[config.mk]
export PLATFORM = sky130hd
export DESIGN_NAME = mdu_ctrl
export DESIGN_NICKNAME = d
export VERILOG_FILES = /design/src/rtl/mdu_ctrl.sv
export SDC_FILE = /design/constraint.sdc
export NUM_CORES = 1
export LEC_CHECK = 0
export ABC_AREA = 1
export CELL_PAD_IN_SITES_DETAIL_PLACEMENT = 1
export CELL_PAD_IN_SITES_GLOBAL_PLACEMENT = 1
export CORE_ASPECT_RATIO = 1.4
export CORE_UTILIZATION = 28
export CTS_CLUSTER_SIZE = 28
export DETAILED_ROUTE_END_ITERATION = 16
export HOLD_SLACK_MARGIN = 0.08
export PLACE_DENSITY = 0.84
export SLEW_MARGIN = 15
export SYNTH_ARGS = -nofsm -noshare
export SYNTH_HDL_FRONTEND = slang
export SYNTH_SLANG_ARGS = --single-unit
[constraint.sdc]
create_clock -name clk -period 2 [get_ports clk]
set_input_delay 0.3 -clock clk [delete_from_list [all_inputs] [get_ports clk]]
set_output_delay 0.3 -clock clk [all_outputs]
set_load 0.02 [all_outputs]
[src/rtl/mdu_ctrl.sv]
// mdu_ctrl: HI/LO multiply-unit controller.
// Decodes MULT/MULTU/MFHI/MFLO/MTHI/MTLO, sequences the external multiplier
// through a begin/end handshake, owns HI/LO and stalls EX while a product is
// outstanding. A watchdog aborts a multiply that never reports completion.
module mdu_ctrl #(
  parameter int MAX_WAIT = 8
) (
  input  logic        clk,
  input  logic        rst,
  input  logic        op_valid,
  input  logic [2:0]  op_code,
  input  logic [31:0] op_src1,
  input  logic [31:0] op_src2,
  input  logic        flush,
  output logic        stall,
  output logic [31:0] read_data,
  output logic [31:0] hi,
  output logic [31:0] lo,
  output logic        mdu_error,
  output logic        mult_begin,
  output logic [31:0] mult_op1,
  output logic [31:0] mult_op2,
  output logic        mult_sign,
  input  logic [63:0] product,
  input  logic        mult_end
);

  localparam logic [2:0] OP_MULT  = 3'd1;
  localparam logic [2:0] OP_MULTU = 3'd2;
  localparam logic [2:0] OP_MFHI  = 3'd3;
  localparam logic [2:0] OP_MFLO  = 3'd4;
  localparam logic [2:0] OP_MTHI  = 3'd5;
  localparam logic [2:0] OP_MTLO  = 3'd6;

  typedef enum logic [1:0] {
    IDLE  = 2'd0,
    BUSY  = 2'd1,
    DRAIN = 2'd2
  } state_t;

  state_t     state;
  state_t     state_nxt;
  logic [7:0] wait_cnt;

  logic is_mul;
  logic is_hilo;
  logic accept;
  logic wd_hit;
  logic busy_done;
  logic mt_wr;

  assign is_mul    = (op_code == OP_MULT) || (op_code == OP_MULTU);
  assign is_hilo   = (op_code != 3'd0) && (op_code != 3'd7);
  assign accept    = (state == IDLE) && op_valid && is_mul && !flush;
  // The watchdog only fires when the multiplier stays silent; a completion
  // landing on the last allowed cycle still counts as a normal finish.
  assign wd_hit    = (state == BUSY) && !mult_end && (wait_cnt == 8'(MAX_WAIT - 1));
  assign busy_done = (state == BUSY) && (mult_end || flush || wd_hit);
  assign mt_wr     = op_valid && !stall && !flush &&
                     ((op_code == OP_MTHI) || (op_code == OP_MTLO));

  // State register
  always_ff @(posedge clk) begin
    if (rst) state <= IDLE;
    else     state <= state_nxt;
  end

  // Next-state logic: DRAIN is a single mandatory cycle with begin low
  always_comb begin
    state_nxt = state;
    case (state)
      IDLE:    if (accept)    state_nxt = BUSY;
      BUSY:    if (busy_done) state_nxt = DRAIN;
      DRAIN:   state_nxt = IDLE;
      default: state_nxt = IDLE;
    endcase
  end

  // Output logic: pipeline hold and HI/LO read mux
  always_comb begin
    stall     = 1'b0;
    read_data = 32'd0;
    case (state)
      IDLE:    stall = accept;
      BUSY:    stall = !busy_done;
      DRAIN:   stall = op_valid && is_hilo && !flush;
      default: stall = 1'b0;
    endcase
    if (op_valid && op_code == OP_MFHI) read_data = hi;
    if (op_valid && op_code == OP_MFLO) read_data = lo;
  end

  // Multiplier handshake, operand capture and watchdog counter
  always_ff @(posedge clk) begin
    if (rst) begin
      mult_begin <= 1'b0;
      mult_op1   <= 32'd0;
      mult_op2   <= 32'd0;
      mult_sign  <= 1'b0;
      wait_cnt   <= 8'd0;
    end else if (accept) begin
      mult_begin <= 1'b1;
      mult_op1   <= op_src1;
      mult_op2   <= op_src2;
      mult_sign  <= (op_code == OP_MULT);
      wait_cnt   <= 8'd0;
    end else if (busy_done) begin
      mult_begin <= 1'b0;
    end else if (state == BUSY) begin
      wait_cnt   <= wait_cnt + 8'd1;
    end
  end

  // Architectural HI/LO: product write on clean completion, else MTHI/MTLO
  always_ff @(posedge clk) begin
    if (rst) begin
      hi <= 32'd0;
      lo <= 32'd0;
    end else if (state == BUSY && mult_end && !flush) begin
      hi <= product[63:32];
      lo <= product[31:0];
    end else if (mt_wr) begin
      if (op_code == OP_MTHI) hi <= op_src1;
      else                    lo <= op_src1;
    end
  end

  // Sticky watchdog flag, cleared only by reset
  always_ff @(posedge clk) begin
    if (rst)         mdu_error <= 1'b0;
    else if (wd_hit) mdu_error <= 1'b1;
  end

endmodule

==> results.tsv <==
stage	metric	value	unit
final_layout	Area growth, synth to finish	63.7	%
floorplanning	Die Y	183	um
logic_synthesis	post-synthesis sequential area ratio	0.431	
worst_setup_path	Reg-to-Reg Start	state[1]	
floorplanning	Initial Util	0.288	
worst_setup_path	Reg2Reg Setup Slack	100	ps
clocking	clk buf depth	2	
worst_setup_path	Req. time, crit path	1700	ps
grt	largest net degree at the start of global routing	78	
detailed_routing	DRC viols	0	
grt	gr ovfl total	0	
detailed_routing	Pre-antenna DRT Iters	4	
logic_synthesis	Post-Synth Simple-Gate Area	0.268	
logic_synthesis	Mapped Area	0.00655	sq mm
floorplanning	num rows	65	
logic_synthesis	synth unique cells	24	
placement	routability-driven placement congestion ratio	0.879	
placement	placed cell count	1569	
clocking	clock insertion delay at the later pin of the skew report	430	ps
detailed_routing	DR WL/cell	18.7	um
timing	Setup WS post-layout	44.0	ps
worst_setup_path	Critical Path Sink	stall	
final_layout	diodes inserted	0	
final_layout	commonest cells after routing, fill and taps aside	clkdlybuf4s50_1 (262), nor2_1 (199), inv_1 (148)	
detailed_routing	post-DR vias/cell	4.86	
timing	Fmax achieved	0.511	GHz
worst_setup_path	Critical Path Source Type	flop	
pwr	VDD IR max	0.560	mV
logic_synthesis	XOR/XNOR share of the synthesized area	0	
flow_run	Max Cap Viol	0	
clocking	CTS tree	built	
floorplanning	die area	0.0240	sq mm
timing	period utilization	0.978	
logic_synthesis	area leader, netlist	dfxtp_1	
final_layout	share of cells above drive strength 1	0.116	
detailed_routing	final WL	30.1	mm
clocking	clock root cell	clkbuf_16	
timing	final hold vios	0	
logic_synthesis	Post-Synth Adder-Cell Area	0.00191	
floorplanning	Die X	131	um
timing	fin. max-slew vios	0	
placement	Post-DP HPWL	22.9	mm
pwr	Pwr Density	662	mW/mm^2
logic_synthesis	post-synthesis mux area share	0	
timing	worst hold slack	263	ps
logic_synthesis	#FFs+latches synth	141	
worst_setup_path	R2R cell count	9	
clocking	clock-pin slew on the worst setup and hold paths	60	ps
grt	global-route usage over all layers	0.252	
grt	initial antenna violation count	0	
worst_setup_path	Worst Setup End Kind	primary output	
final_layout	commonest non-fill, non-tap cell in the layout	clkdlybuf4s50_1	
worst_setup_path	Setup CP Type	flop to primary output	
worst_setup_path	RR Endpoint	hi[23]	
timing	Worst-Margin Slew	602	ps
timing	endpoints failing setup	0	
placement	port buffer count	299	
logic_synthesis	synth top area cells	dfxtp_1 (43%), nor2_1 (12%), o21ai_0 (10%)	
worst_setup_path	Critical Path Start	state[1]	
worst_setup_path	crit path max fanout	4	
detailed_routing	drt first-iter violations	307	
clocking	total CTS buffers	17	
logic_synthesis	Syn Nets	1116	
pwr	Leak	4.48	nW
logic_synthesis	compound-gate portion of the synthesized area	0.169	
logic_synthesis	Avg Cell Area, Syn	6.69	sq um
timing	Relative slew margins	0.598	
worst_setup_path	crit path DAT	1660	ps
logic_synthesis	main combinational cell family by area after synthesis	simple AND/OR/NAND/NOR gates	
timing	clk_skew	9.56	ps
logic_synthesis	cell count after synthesis	979	
hold_path	Worst Hold Class	input port to flop	
final_layout	Nets	1431	
detailed_routing	vias	7815	
floorplanning	I/O pin cnt	300	
clocking	H-tree level count	4	
placement	pre-CTS WS	-530	ps
logic_synthesis	YS warnings	0	
final_layout	final cell count without fillers	1608	
grt	first-pass GRT wire length	45.9	mm
timing	final setup TNS	0	ps
timing	minimum clock period	1960	ps
detailed_routing	post-route ant nets	0	
grt	vias in the first global route	8359	
logic_synthesis	Yosys top cell area share	0.431	
floorplanning	core area	0.0228	sq mm
run_status	status	finished, final reports clean	
clocking	clock tree sinks	141	
-- Yosys cell counts --
cell type and instances:
a21oi_1 43, dfxtp_1 141, nand4_1 2, clkbuf_1 37, o21ai_2 1, nand2_1 80
buf_2 14, buf_4 4, nand2_4 3, nand3_2 3, nand3_1 111, inv_1 150
nor3b_1 2, o21ai_0 134, nor3b_4 1, a32o_1 1, o22ai_1 32, nor3_1 4
ha_1 1, buf_6 1, nor2_1 202, inv_2 1, buf_1 9, nor2_2 2
-- where the power goes --
part	internal, mW	leakage (nW)	switching [mW]
Combinational	0.553	3.07	0.563
Sequential	2.89	1.14	0.0519
Clock	1.63	0.265	1.41
-- kinds of logic after synthesis --
logic type	after synthesis
compound gates	211
fa+ha+maj	1
buf+inv	216
flops	141
simple gates	410
-- how the worst min path moves through the flow --
stage	from	end	slack, ps	cells past startpoint
floorplan	wait_cnt[1]	wait_cnt[1]	450	2
global placement	mdu_error	mdu_error	440	2
detailed placement	mdu_error	mdu_error	450	2
CTS	rst	state[1]	230	2
global route	rst	state[1]	270	2
finish	rst	state[1]	260	2
-- state kept, by name, indices dropped and copies added, names as in the netlist --
signal	cells
mdu_error	1
lo	32
mult_op2	32
mult_begin	1
wait_cnt	8
mult_op1	32
mult_sign	1
state	2
hi	32
-- per-stage QoR --
stage | power (mW) | instance area, sq um | util
after CTS | 7.18 | 10700 | 0.469
after floorplan | 3.44 | 6550 | -
after global routing | 7.37 | 10700 | 0.471
after detailed placement | 4.12 | 10200 | 0.449
final | 7.10 | 10700 | 0.471
after global placement | 4.09 | 10200 | 0.449
-- per-layer routing --
layer	vias to the layer above	part of all wire	GRT usage
met1	3729	0.36	0.246
met2	266	0.54	0.485
met5	-	0	0
met3	68	0.050	0.0550
li1	3752	-	-
met4	0	0.050	0.145
-- worst max-delay path, stage by stage, from the launching register on --
cell     delay [ps]
dfxtp_1         330
inv_1           140
nand2_1         100
nor2_1          130
nand2_1         110
nand3_2         100
nand2_1          50
nand2_1          70
inv_1            40
buf_2           150
-- what timing repair did --
item / 4_1_cts / 5_1_grt
hold buffers: 0 / 0
setup buffers: 5 / 2
setup endpoints to repair: 48 / 96
pin swaps: 3 / 3
gates resized for setup: 137 / 11
-- cell type report --
| class | instances | area (sq um) |
|---|---|---|
| sequential | 141 | 2830 |
| tap | 301 | 377 |
| clock buffer | 17 | 425 |
| multi-input combinational | 622 | 2910 |
| timing repair buffer | 361 | 3490 |
| fill | 2860 | 12100 |
| inverter | 151 | 567 |
| clock inverter | 15 | 129 |
Note: power is estimated with default switching activity, not from simulation.
